--- config.mk ---
export PLATFORM = sky130hd
export DESIGN_NAME = hazard_scoreboard
export DESIGN_NICKNAME = d
export VERILOG_FILES = /design/src/rtl/hazard_scoreboard.sv
export SDC_FILE = /design/constraint.sdc
export NUM_CORES = 1
export LEC_CHECK = 0
export BUFFER_PORTS_ARGS = -buffer_cell sky130_fd_sc_hd__buf_2
export CORE_ASPECT_RATIO = 1.2
export CORE_MARGIN = 2
export CORE_UTILIZATION = 40
export DETAILED_ROUTE_END_ITERATION = 10
export GPL_TIMING_DRIVEN = 0
export HOLD_SLACK_MARGIN = 0.15
export PLACE_DENSITY = 0.7
export SKIP_LAST_GASP = 1
export SYNTH_ARGS = -nofsm -noshare
export SYNTH_HDL_FRONTEND = slang
export SYNTH_SLANG_ARGS = --single-unit
--- constraint.sdc ---
create_clock -name clk -period 4.3 [get_ports clk]
set_clock_uncertainty 0.15 [all_clocks]
set_input_delay 0.645 -clock clk [delete_from_list [all_inputs] [get_ports clk]]
set_output_delay 0.645 -clock clk [all_outputs]
set_load 0.02 [all_outputs]
--- src/rtl/hazard_scoreboard.sv ---
// hazard_scoreboard
//   Pipeline hazard controller built around a DEPTH-entry scoreboard.
//   The scoreboard tracks every instruction after decode. Entry 0 is E,
//   entries 1..LOAD_LAT are M1..ML, and entry DEPTH-1 is W.
//   From the scoreboard the block derives:
//   - the load-use stall,
//   - branch flushes,
//   - a data-memory busy freeze,
//   - the E-stage forwarding selects,
//   - saturating stall and flush counters.
//
// Ports
//   clk, reset          clock; synchronous active-low reset
//   valid_D             D holds a real instruction
//   rs_D, rt_D          source register ids in D
//   use_rs_D, use_rt_D  source actually read by the D instruction
//   reg_write_D         D instruction writes the register file
//   mem_to_reg_D        D instruction is a load
//   dst_D               destination id of the D instruction
//   rs_E, rt_E          source ids held in the D/E register
//   br_taken_E          branch/jump resolved taken in E
//   dmem_busy           data memory not ready
//   pc_enab, enab_FD    PC and F/D register enables
//   flush_FD, flush_DE  clear F/D and D/E
//   pipe_enab           enable for D/E and all later pipeline registers
//   fwd_a_E, fwd_b_E    operand select: 0 = D/E value, k = result of entry k
//   stall_cnt           saturating count of load-use stall cycles
//   flush_cnt           saturating count of taken-branch flushes
module hazard_scoreboard #(
  parameter int RID_W    = 5,
  parameter int LOAD_LAT = 1,
  parameter int DEPTH    = LOAD_LAT + 2,
  parameter int FSEL_W   = $clog2(DEPTH),
  parameter int CNT_W    = 32
) (
  input  logic              clk,
  input  logic              reset,
  input  logic              valid_D,
  input  logic [RID_W-1:0]  rs_D,
  input  logic [RID_W-1:0]  rt_D,
  input  logic              use_rs_D,
  input  logic              use_rt_D,
  input  logic              reg_write_D,
  input  logic              mem_to_reg_D,
  input  logic [RID_W-1:0]  dst_D,
  input  logic [RID_W-1:0]  rs_E,
  input  logic [RID_W-1:0]  rt_E,
  input  logic              br_taken_E,
  input  logic              dmem_busy,
  output logic              pc_enab,
  output logic              enab_FD,
  output logic              flush_FD,
  output logic              flush_DE,
  output logic              pipe_enab,
  output logic [FSEL_W-1:0] fwd_a_E,
  output logic [FSEL_W-1:0] fwd_b_E,
  output logic [CNT_W-1:0]  stall_cnt,
  output logic [CNT_W-1:0]  flush_cnt
);

  // Scoreboard state, one bit/field per stage after decode
  logic [DEPTH-1:0] valid_r;
  logic [DEPTH-1:0] reg_write_r;
  logic [DEPTH-1:0] mem_to_reg_r;
  logic [RID_W-1:0] dst_r [DEPTH];

  logic [CNT_W-1:0] stall_cnt_r;
  logic [CNT_W-1:0] flush_cnt_r;

  logic              stall_rs_s;
  logic              stall_rt_s;
  logic              stall_s;
  logic [FSEL_W-1:0] fwd_a_s;
  logic [FSEL_W-1:0] fwd_b_s;
  logic              pc_enab_s;
  logic              enab_fd_s;
  logic              flush_fd_s;
  logic              flush_de_s;
  logic              pipe_enab_s;
  logic [FSEL_W-1:0] fwd_a_out_s;
  logic [FSEL_W-1:0] fwd_b_out_s;
  logic              stall_inc_s;
  logic              flush_inc_s;

  // An entry produces register r; register 0 is hard-wired and never matches.
  function automatic logic match_f(input logic v, input logic rw,
                                   input logic [RID_W-1:0] dst,
                                   input logic [RID_W-1:0] r);
    return v & rw & (dst == r) & (r != {RID_W{1'b0}});
  endfunction

  // First entry index at which the result can be forwarded.
  function automatic int avail_f(input logic mtr);
    return mtr ? (LOAD_LAT + 1) : 1;
  endfunction

  // Load-use detection: scan old to young so the youngest match wins.
  always_comb begin
    stall_rs_s = 1'b0;
    stall_rt_s = 1'b0;
    for (int k = DEPTH - 1; k >= 0; k--) begin
      if (match_f(valid_r[k], reg_write_r[k], dst_r[k], rs_D)) begin
        stall_rs_s = (k + 1 < avail_f(mem_to_reg_r[k]));
      end else begin
        stall_rs_s = stall_rs_s;
      end
      if (match_f(valid_r[k], reg_write_r[k], dst_r[k], rt_D)) begin
        stall_rt_s = (k + 1 < avail_f(mem_to_reg_r[k]));
      end else begin
        stall_rt_s = stall_rt_s;
      end
    end
    stall_s = valid_D & ((use_rs_D & stall_rs_s) | (use_rt_D & stall_rt_s));
  end

  // Forward selection: youngest producer in entries 1..DEPTH-1; entry 0 is E itself.
  always_comb begin
    fwd_a_s = {FSEL_W{1'b0}};
    fwd_b_s = {FSEL_W{1'b0}};
    for (int k = DEPTH - 1; k >= 1; k--) begin
      if (match_f(valid_r[k], reg_write_r[k], dst_r[k], rs_E)) begin
        fwd_a_s = (k < avail_f(mem_to_reg_r[k])) ? {FSEL_W{1'b0}} : FSEL_W'(k);
      end else begin
        fwd_a_s = fwd_a_s;
      end
      if (match_f(valid_r[k], reg_write_r[k], dst_r[k], rt_E)) begin
        fwd_b_s = (k < avail_f(mem_to_reg_r[k])) ? {FSEL_W{1'b0}} : FSEL_W'(k);
      end else begin
        fwd_b_s = fwd_b_s;
      end
    end
  end

  // Control priority: reset, memory freeze, taken branch, load-use stall, normal flow.
  always_comb begin
    pc_enab_s   = 1'b1;
    enab_fd_s   = 1'b1;
    flush_fd_s  = 1'b0;
    flush_de_s  = 1'b0;
    pipe_enab_s = 1'b1;
    fwd_a_out_s = fwd_a_s;
    fwd_b_out_s = fwd_b_s;
    stall_inc_s = 1'b0;
    flush_inc_s = 1'b0;
    if (!reset) begin
      pc_enab_s   = 1'b0;
      enab_fd_s   = 1'b0;
      flush_fd_s  = 1'b1;
      flush_de_s  = 1'b1;
      pipe_enab_s = 1'b0;
      fwd_a_out_s = {FSEL_W{1'b0}};
      fwd_b_out_s = {FSEL_W{1'b0}};
    end else if (dmem_busy) begin
      // Whole pipeline frozen; a taken branch stays in D/E until the freeze lifts.
      pc_enab_s   = 1'b0;
      enab_fd_s   = 1'b0;
      pipe_enab_s = 1'b0;
    end else if (br_taken_E) begin
      // The D instruction is squashed, so any pending stall is irrelevant.
      flush_fd_s  = 1'b1;
      flush_de_s  = 1'b1;
      flush_inc_s = 1'b1;
    end else if (stall_s) begin
      pc_enab_s   = 1'b0;
      enab_fd_s   = 1'b0;
      flush_de_s  = 1'b1;
      stall_inc_s = 1'b1;
    end else begin
      pc_enab_s   = 1'b1;
      pipe_enab_s = 1'b1;
    end
  end

  // Scoreboard shift: D (or a bubble) enters entry 0, entry DEPTH-1 retires.
  always_ff @(posedge clk) begin
    if (!reset) begin
      valid_r      <= {DEPTH{1'b0}};
      reg_write_r  <= {DEPTH{1'b0}};
      mem_to_reg_r <= {DEPTH{1'b0}};
      for (int k = 0; k < DEPTH; k++) begin
        dst_r[k] <= {RID_W{1'b0}};
      end
    end else if (pipe_enab_s) begin
      for (int k = DEPTH - 1; k > 0; k--) begin
        valid_r[k]      <= valid_r[k-1];
        reg_write_r[k]  <= reg_write_r[k-1];
        mem_to_reg_r[k] <= mem_to_reg_r[k-1];
        dst_r[k]        <= dst_r[k-1];
      end
      valid_r[0]      <= valid_D & ~flush_de_s;
      reg_write_r[0]  <= reg_write_D;
      mem_to_reg_r[0] <= mem_to_reg_D;
      dst_r[0]        <= dst_D;
    end
  end

  // Saturating performance counters; only reset clears them.
  always_ff @(posedge clk) begin
    if (!reset) begin
      stall_cnt_r <= {CNT_W{1'b0}};
      flush_cnt_r <= {CNT_W{1'b0}};
    end else begin
      if (stall_inc_s && (stall_cnt_r != {CNT_W{1'b1}})) begin
        stall_cnt_r <= stall_cnt_r + {{(CNT_W-1){1'b0}}, 1'b1};
      end
      if (flush_inc_s && (flush_cnt_r != {CNT_W{1'b1}})) begin
        flush_cnt_r <= flush_cnt_r + {{(CNT_W-1){1'b0}}, 1'b1};
      end
    end
  end

  assign pc_enab   = pc_enab_s;
  assign enab_FD   = enab_fd_s;
  assign flush_FD  = flush_fd_s;
  assign flush_DE  = flush_de_s;
  assign pipe_enab = pipe_enab_s;
  assign fwd_a_E   = fwd_a_out_s;
  assign fwd_b_E   = fwd_b_out_s;
  assign stall_cnt = stall_cnt_r;
  assign flush_cnt = flush_cnt_r;

endmodule

; After elaboration in Yosys (flattened, before gate mapping)
; Memories as Yosys holds them, arrays and structs flattened.
; Index checks and enable logic that the tools add are counted.
[totals]
ram_bits = 15
latch_bits = 0
mem_bits_ro = 0
mem_count = 1
wordCells = 104
in_bits = 34
regBits = 73
[memory_table]
columns = name, words, width, read_ports, rd_clocked_by_memory_dff, wr, line_no
row1 = dst_r, 3, 5, 3, 0, 3, 65  ; logic [RID_W-1:0] dst_r [DEPTH];
[classes]
shift = 0
n_addsub = 2
mux = 41
div_mod_pow = 0
bitwise_logic = 32
order_cmp = 5
mul = 0
n_reduce_logical = 6
n_eq_ne = 12
[op_table]
columns = cell, count
row1 = 32-bit by 1-bit adder with 32-bit output (second input constant), 2
row2 = 3-bit by 32-bit < comparator with 1-bit output (first input constant), 2
row3 = 32-bit inequality test (second input constant), 2
row4 = 5-bit == test, 10
row5 = 1-bit 2-to-1 mux, 28
row6 = 1-bit AND, 27
row7 = 2-bit 2-to-1 mux, 10
row8 = 5-bit nonzero test, 4
row9 = 5-bit 2-to-1 mux, 3
row10 = 1-bit by 2-bit < comparator with 1-bit output (first input constant), 2
row11 = 1-bit OR, 4
row12 = 1-bit logical AND, 2
row13 = 2-bit < comparator (first input constant), 1
row14 = 1-bit NOT, 1

; Logic depth before layout (Yosys ltp)
; Gate-level depths: netlist of the first run.
[depth]
word_depth = 15
ltp_mapped = 9
ltp_nobuf = 7

; Least setup slack after synthesis of the first run
; OpenSTA, ideal clock, no wires.
[synth_path]
kind = input-to-output
startpoint = input port rs_D[0]
endpoint = output port pc_enab
path_slack_ns = 1.331
path_buffers = 3
cell_stages = 8
arrival_time_ns = 2.174
required_time_ns = 3.505
path_cell_list = nor4_1 -> nor3_1 -> a21o_1 -> a41oi_1 -> buf_2 -> buf_2 -> o21a_1 -> buf_4
[synth_between]
elab_chain_len = 13
[synth_lines]
columns = item, line_no
row1 = from (decl), 39  ; input logic [RID_W-1:0] rs_D,
row2 = 5-bit == test, 89  ; return v & rw & (dst == r) & (r != {RID_W{1'b0}});
row3 = 1-bit AND (2 in a row), 89
row4 = 1-bit 2-to-1 mux (2 in a row), 102  ; if (match_f(valid_r[k], reg_write_r[k], dst_r[k], rs_D)) begin
row5 = 1-bit 2-to-1 mux *, 102
row6 = 1-bit AND *, 113  ; stall_s = valid_D & ((use_rs_D & stall_rs_s) | (use_rt_D & stall_rt_s));
row7 = 1-bit OR *, 113
row8 = 1-bit AND *, 113
row9 = 1-bit 2-to-1 mux * (4 in a row), -
row10 = to (decl), 50  ; output logic pc_enab,
; Every way passes the cells marked *; elsewhere a longest branch is shown, timed or not.

; Worst setup path in the final report of the first run
[layout_path]
startpoint = input port rs_D[0]
endpoint = output port pc_enab
[layout_between]
elab_chain_len = 13
[layout_lines]
columns = item, line_no
row1 = 5-bit == test, 89
row2 = 1-bit AND (2 in a row), 89
row3 = 1-bit 2-to-1 mux (2 in a row), 102
row4 = 1-bit 2-to-1 mux *, 102
row5 = 1-bit AND *, 113
row6 = 1-bit OR *, 113
row7 = 1-bit AND *, 113
row8 = 1-bit 2-to-1 mux *, 163  ; end else if (stall_s) begin
row9 = 1-bit 2-to-1 mux *, 158  ; end else if (br_taken_E) begin
row10 = 1-bit 2-to-1 mux *, 153  ; end else if (dmem_busy) begin
row11 = 1-bit 2-to-1 mux *, 145  ; if (!reset) begin
; Marked as above.

==> results by group, run 1 <==
Run status
  – Status: finished, final reports clean

Place
  – Dpl ws: 733 ps
  – Post-DP HPWL: 9.40 mm
  – GPL Wtd Cong: 0.867
  – Dpl cells: 795
  – Number of port buffers: 106

Timing
  – Crit share post-route: 0.820
  – Fin. Hold Viols: 0
  – FMAX: 0.284 GHz
  – RSZ-0062 raised after global routing: no
  – Setup_tns: 0 ps
  – Final setup violation count: 0
  – Max Slew Vio Count: 0
  – Final setup margin: 773 ps
  – Min Tclk post-route: 3530 ps
  – Slew margin rel.: 0.321
  – Worst-Margin Slew: 1010 ps
  – Worst hold slack: 325 ps

GRT
  – GRT Util Overall: 0.206
  – Vias in the first global route: 4285
  – Overflow left after global routing: 0
  – Pin count of the biggest net entering global routing: 16
  – Initial antenna violation count: 0
  – First-pass GRT wire length: 20.5 mm

Pwr
  – Logic pwr share: 0.065
  – Power density over the cells: 302 nW/um^2
  – Maximum vdd drop: 0.169 mV
  – P_sw: 0.379 mW
  – Clock Power Share: 0.434
  – Sw Ratio: 0.221
  – Internal power: 1.33 mW
  – Reg power frac: 0.501
  – Leakage: 2.24 nW

Route
  – Starting DRT DRC Count: 238
  – Post-DR vias/cell: 5.50
  – Via count: 4463
  – Antenna viol nets, final: 0
  – Drt pass-1 iters: 5
  – DR WL/cell: 15.5 microns
  – Detailed Route WL: 12.6 mm
  – DRC viols: 0

Yosys
  – Leading cell types by total area after synthesis: dfxtp_1, edfxtp_1, xor2_1
  – Synthesized cell area: 4670 sq um
  – EDFF count, synth: 15
  – Sequential area share after synthesis: 0.405
  – Count leader, synth: dfxtp_1
  – Synth top area share: 0.309
  – Top FF cell, synth: dfxtp_1
  – Leading area contributor after synthesis: dfxtp_1
  – Synth async-reset ratio: 0
  – Mapped Cells: 532
  – Synth Area per Inst: 8.77 sq um
  – Syn_nets: 568
  – Synth unique cells: 49
  – Synthesis warning total: 0
  – Seq cells post-synth: 87
  – Synth top cells by count: dfxtp_1, nor2_1, nand2_1, xor2_1, nand3_1

Cells and area
  – Number of fill cells in the layout: 1120
  – # nets final: 685
  – Finished Layout Cells: 811
  – Layout cell share with drive strength beyond 1: 0.216
  – Ant diodes: 0
  – Layout Area Growth over Synthesis: 21.6%

Setup path
  – Worst-path maximum fanout: 10
  – WS Path Type: input pin to output pin
  – Req. time, crit path: 3500 ps
  – Reg2Reg Depth: 8
  – Critical Path Source: rs_D[0]
  – Critical R2R Capture: stall_cnt[26]$_SDFFE_PN0P_
  – FF-to-FF setup slack: 1750 ps
  – Worst Setup End Kind: output pin
  – FF-to-FF Start: dst_r[0][0]$_SDFFCE_PN0P_
  – Crit path DAT: 2730 ps
  – Critical Path Start Type: input pin

CTS
  – CTS tree: done
  – Total CTS buffers: 9
  – Clock transition at path regs: 60 ps
  – Clk root buf: clkbuf_16
  – Clk buf depth: 2
  – Worst skew pair latency: 340 ps
  – Post-CTS Hold Buffers: 0
  – # H-tree levels: 3
  – Postcts setup bufs: 0
  – CTS sink count: 87
  – CTS resizes: 0

Worst hold path
  – Worst Hold Path Cells: 2
  – Min-delay src: valid_r[0]$_SDFFE_PN0P_
  – Hold Path Class: flop to flop
  – Hold Path End: valid_r[0]$_SDFFE_PN0P_

Floorplan
  – Die height: 122 microns
  – FP Rows: 43
  – Core Area: 11500 sq um
  – Die X: 103 microns
  – Initial Utilization: 0.407
  – # IOs: 107
  – Die area: 12600 sq um

Run
  – Max cap viols: 0
## kinds of logic (layout without fill, tap and decap cells)
| family | Yosys count | in the layout | share of synthesized area |
|---|---|---|---|
| AO/OA/AOI/OAI | 68 | 68 | 0.0954 |
| XOR/XNOR | 51 | 51 | 0.0957 |
| adder cells (fa/ha/maj) | 2 | 2 | 0.00536 |
| buffers and inverters | 37 | 159 | 0.0357 |
| flip-flops | 87 | 87 | 0.405 |
| multiplexers | 17 | 17 | 0.0365 |
| AND/OR/NAND/NOR | 270 | 270 | 0.326 |
## metrics by stage
step,instance area (sq um),power (mW),util
floorplan,4670,0.938,-
global placement,5390,0.982,0.471
detailed placement,5390,0.988,0.471
CTS,5680,1.73,0.495
global route,5680,1.78,0.495
finish,5680,1.71,0.495
## metal layers
layer  track usage  wire length [microns]
met5             0                      0
met4        0.0867                    281
met1         0.251                   5240
met2         0.342                   6230
met3        0.0535                    841
## worst max path at each step
stage,end,cells after the start
2_1_floorplan,pc_enab,8
3_3_place_gp,pc_enab,10
3_5_place_dp,pc_enab,10
4_1_cts,pc_enab,10
5_1_grt,pc_enab,10
6_report,pc_enab,10
## power groups by stage
| stage | Clock [mW] | Sequential [mW] | Combinational (mW) |
|---|---|---|---|
| finish | 0.743 | 0.858 | 0.111 |
| global route | 0.796 | 0.860 | 0.124 |
| CTS | 0.761 | 0.858 | 0.112 |
| detailed placement | 0 | 0.876 | 0.112 |
| global placement | 0 | 0.875 | 0.107 |
| floorplan | 0 | 0.873 | 0.0655 |
## state kept, by name, indices dropped and copies added (netlist names)
register      flops
valid_r           3
dst_r            15
flush_cnt        32
reg_write_r       3
mem_to_reg_r      2
stall_cnt        32
## placed cells by master, fill, tap and decap left out, types with 3 or more instances in the layout
cell | synthesis | final
a21oi_1 | 24 | 24
and2_1 | 23 | 23
and3_1 | 6 | 6
and4_1 | 9 | 9
buf_2 | 7 | 113
buf_4 | 3 | 3
clkbuf_1 | 16 | 18
clkbuf_16 | 0 | 9
clkinv_2 | 0 | 3
dfxtp_1 | 72 | 72
edfxtp_1 | 15 | 15
inv_1 | 8 | 8
mux2i_1 | 17 | 17
nand2_1 | 45 | 45
nand2b_1 | 14 | 14
nand3_1 | 30 | 30
nand4_1 | 25 | 25
nor2_1 | 51 | 51
nor2b_1 | 3 | 3
nor3_1 | 11 | 11
nor4_1 | 12 | 12
o21a_1 | 5 | 5
o21ai_0 | 9 | 9
o311ai_0 | 3 | 3
o31ai_1 | 16 | 16
o41ai_1 | 4 | 4
or3_1 | 5 | 5
or4_1 | 20 | 20
xnor2_1 | 15 | 15
xor2_1 | 36 | 36
## final cells by class
type                    count  area [sq um]  area share
multi-input cells         408          2610       0.460
flip-flops and latches     87          1890       0.333
repair buffers            106           531      0.0935
clock buffers              11           233      0.0410
well taps                 157           196      0.0346
plain buffers              29           136      0.0240
clock inverters             5          48.8     0.00860
inverters                   8          30.0     0.00529
## critical path, cell delays in order
cell     delay, ps
buf_2          110
nor4_1         310
nor3_1          80
a21o_1         160
a41oi_1        410
buf_2          310
buf_2          270
o21a_1         170
buf_4          110
buf_2          150
(Power assumes the default switching activity.)
==> run 2, diff against run 1 <==
ABC_AREA = 1   (was unset)
PLACE_DENSITY = 0.72   (was 0.7)
clock period = 2.88 ns   (was 4.3 ns; I/O delays follow)
==> run 2 against run 1 <==
- global-route usage fell by 0.28 points
- register-to-register slack got worse by 1100 ps
- flip-flop and latch count unchanged
- count of clock-buffer cells in the layout increased by 1
==> results by group, run 2 <==
Run status
  – Status: finished, final reports clean

Place
  – GPL Wtd Cong: 0.919 (+6.0%)
  – Post-DP HPWL: 10.4 mm (+10%)
  – Number of port buffers: 106 (unchanged)

Floorplan
  – # IOs: 107 (unchanged)
  – Die X: 107 microns (+4.5%)
  – Initial Utilization: 0.407 (about the same)
  – FP Rows: 45 (+4.7%)
  – Die area: 13700 sq um (+9.2%)
  – Core Area: 12600 sq um (+9.6%)
  – Die height: 128 microns (+4.5%)

Yosys
  – Synth Area in Compound Gates: 0.0864 (-0.00907)
  – Synth async-reset ratio: 0 (unchanged)
  – XOR/XNOR Fraction of Synth Area: 0.0360 (-0.0597)
  – Synth top area share: 0.282 (-0.0270)
  – Synth top cells by count: nand2_1, nor2_1, inv_1, dfxtp_1, nand3_1
  – Mux contribution to synthesized area: 0 (-0.0365)
  – Largest family of logic cells by synthesized area: simple AND/OR/NAND/NOR gates
  – EDFF count, synth: 15 (unchanged)
  – Fraction of the mapped netlist area in simple logic gates: 0.394 (+0.0679)
  – Post-Synth Adder-Cell Area: 0.00489 (-0.000468)
  – Sequential area share after synthesis: 0.370 (-0.0354)
  – Synth unique cells: 41 (-16%)
  – Synthesis warning total: 0 (unchanged)
  – Synthesized cell area: 5110 sq um (+9.6%)
  – Synth Area per Inst: 6.63 sq um (-24%)
  – Syn_nets: 807 (+42%)
  – Mapped Cells: 771 (+45%)
  – Count leader, synth: nand2_1
  – Top FF cell, synth: dfxtp_1
  – Leading cell types by total area after synthesis: dfxtp_1, nand2_1, edfxtp_1
  – Seq cells post-synth: 87 (unchanged)
  – Leading area contributor after synthesis: dfxtp_1

Setup path
  – FF-to-FF Start: flush_cnt[0]$_SDFFE_PN0P_
  – FF-to-FF setup slack: 670 ps (-1080 ps)
  – Crit path DAT: 1860 ps (-870 ps)
  – WS Path Type: flop to output pin
  – Crit-path cells: xnor2_1 > o2111ai_1 > nor4_1 > and3_1 > buf_2
  – Critical R2R Capture: flush_cnt[25]$_SDFFE_PN0P_
  – Worst-path maximum fanout: 2 (-8)
  – Reg2Reg Depth: 11 (+3)
  – CP max stage cell: nor4_1
  – Critical Path Start Type: flop
  – Largest stage delay, worst path: 420 ps (about the same)
  – Worst Setup End Kind: output pin
  – Req. time, crit path: 2300 ps (-1200 ps)

Timing
  – FMAX: 0.409 GHz
  – Max Slew Vio Count: 0 (unchanged)
  – Min Tclk post-route: 2450 ps
  – Slew margin rel.: 0.448 (+0.127)
  – Fin. Hold Viols: 0 (unchanged)
  – RSZ-0062 raised after global routing: no
  – Worst-Margin Slew: 826 ps (-183 ps)
  – Setup_tns: 0 ps (unchanged)
  – Final setup violation count: 0 (unchanged)
  – Crit share post-route: 0.849

CTS
  – # H-tree levels: 3 (unchanged)
  – Total CTS buffers: 9 (unchanged)
  – Postcts setup bufs: 0 (unchanged)
  – Worst skew pair latency: 340 ps (about the same)
  – Clk root buf: clkbuf_16
  – Clk buf depth: 2 (unchanged)
  – Clock transition at path regs: 60 ps (about the same)
  – Post-CTS Hold Buffers: 0 (unchanged)
  – CTS resizes: 0 (unchanged)
  – CTS sink count: 87 (unchanged)
  – CTS tree: done

Worst hold path
  – Min-delay src: mem_to_reg_D
  – Worst Hold Path Cells: 3 (+1)
  – Hold Path Class: input pin to flop
  – Hold Path End: mem_to_reg_r[0]$_SDFFE_PN0P_

Cells and area
  – Layout cell share with drive strength beyond 1: 0.187 (-0.0286)
  – Most common cell after layout, fill and taps aside: nand2_1
  – Finished Core Util: 0.490 (-0.00537)
  – # nets final: 924 (+35%)
  – Layout Area Growth over Synthesis: 20.3%
  – Ant diodes: 0 (unchanged)
  – Number of fill cells in the layout: 1295 (+16%)
  – Commonest cells after routing, fill and taps aside: nand2_1, nor2_1, inv_1, buf_2, dfxtp_1

Pwr
  – Power density over the cells: 430 nW/um^2 (+42%)
  – Leakage: 2.66 nW (+19%)
  – Maximum vdd drop: 0.262 mV (+56%)

GRT
  – Overflow left after global routing: 0 (unchanged)
  – Pin count of the biggest net entering global routing: 23 (+7)
  – First-pass GRT wire length: 22.4 mm (+9.1%)
  – GRT Util Overall: 0.203 (-0.00279)
  – Vias in the first global route: 4770 (+11%)
  – Initial antenna violation count: 0 (unchanged)

Route
  – Antenna viol nets, final: 0 (unchanged)
  – Drt pass-1 iters: 5 (unchanged)
  – Post-DR vias/cell: 4.89 (-11%)
  – DR WL/cell: 12.7 microns (-18%)
  – DRC viols: 0 (unchanged)
  – Starting DRT DRC Count: 246 (+3.4%)
  – Via count: 5169 (+16%)
  – Detailed Route WL: 13.5 mm (+6.9%)

Run
  – Max cap viols: 0 (unchanged)
==> run 2: cell count changes in the layout (fill, tap and decap cells not counted), sizes merged, moves of 16 or more <==
cell | before | now
o21ai | 9 | 30
nand2 | 45 | 190
nor3 | 11 | 39
or4 | 20 | 0
nor2 | 51 | 128
o31ai | 16 | 0
inv | 8 | 122
and2 | 23 | 0
xor2 | 36 | 14
mux2i | 17 | 0
==> run 2: how the worst max path moves through the flow <==
stage / cells after the start / to / startpoint
after floorplan: 4 / fwd_a_E[0] / rs_E[0]
after global placement: 8 / fwd_b_E[0] / rt_E[1]
after detailed placement: 8 / fwd_b_E[0] / rt_E[1]
after CTS: 5 / fwd_b_E[0] / dst_r[0][8]$_SDFFCE_PN0P_
after global routing: 5 / fwd_b_E[0] / dst_r[0][8]$_SDFFCE_PN0P_
final: 5 / fwd_b_E[0] / dst_r[0][8]$_SDFFCE_PN0P_
==> run 2: per-stage QoR <==
step / instance area, sq um / power [mW] / worst slack [ps] / cells / hold WS, ps
2_1_floorplan: 5110 / 1.41 / 803 / 771 / 309
6_report: 6150 / 2.64 / 434 / 1057 / 173
3_3_place_gp: 5850 / 1.48 / 631 / 1041 / 320
4_1_cts: 6150 / 2.67 / 399 / 1057 / 159
5_1_grt: 6150 / 2.74 / 265 / 1057 / 180
3_5_place_dp: 5850 / 1.48 / 609 / 1041 / 324
==> run 2: cell families (layout without fill, tap and decap cells) <==
family / count (synthesis) / count (layout)
buffers and inverters: 138 / 260
AND/OR/NAND/NOR: 442 / 442
flip-flops: 87 / 87
XOR/XNOR: 21 / 21
AO/OA/AOI/OAI: 81 / 81
adder cells (fa/ha/maj): 2 / 2
==> run 2: power breakdown <==
part / internal, mW / leakage, nW / total (mW) / switching (mW)
registers: 1.26 / 0.746 / 1.28 / 0.0177
logic: 0.0642 / 1.76 / 0.180 / 0.116
clock network: 0.715 / 0.152 / 1.19 / 0.471
total: 2.04 / 2.66 / 2.64 / 0.604
==> run 2: critical path, delay by kind of cell (launching register included) <==
kind,cells,cell delay (ps)
buffers and inverters,1,170
AOI/OAI and AO/OA,1,110
DFF,1,410
and+or+nand+nor,2,660
xor gates and xnor gates,1,170
==> run 2: layout make-up <==
| cell class | instances | area, sq um | share of cell area |
|---|---|---|---|
| clock inverter | 4 | 45.0 | 0.00732 |
| buffer | 15 | 95.1 | 0.0155 |
| clock buffer | 12 | 256 | 0.0417 |
| timing repair buffer | 106 | 531 | 0.0862 |
| tap | 164 | 205 | 0.0334 |
| multi-input combinational | 546 | 2670 | 0.433 |
| inverter | 123 | 462 | 0.0751 |
| sequential | 87 | 1890 | 0.308 |
==> run 2: layer usage <==
layer  track usage  routed length (microns)  vias to the layer above
li1              -                        -                     2702
met1         0.252                     6030                     2333
met2         0.356                     6590                      111
met3        0.0249                      530                       23
met4        0.0802                      314                        0
met5             0                        0                        -
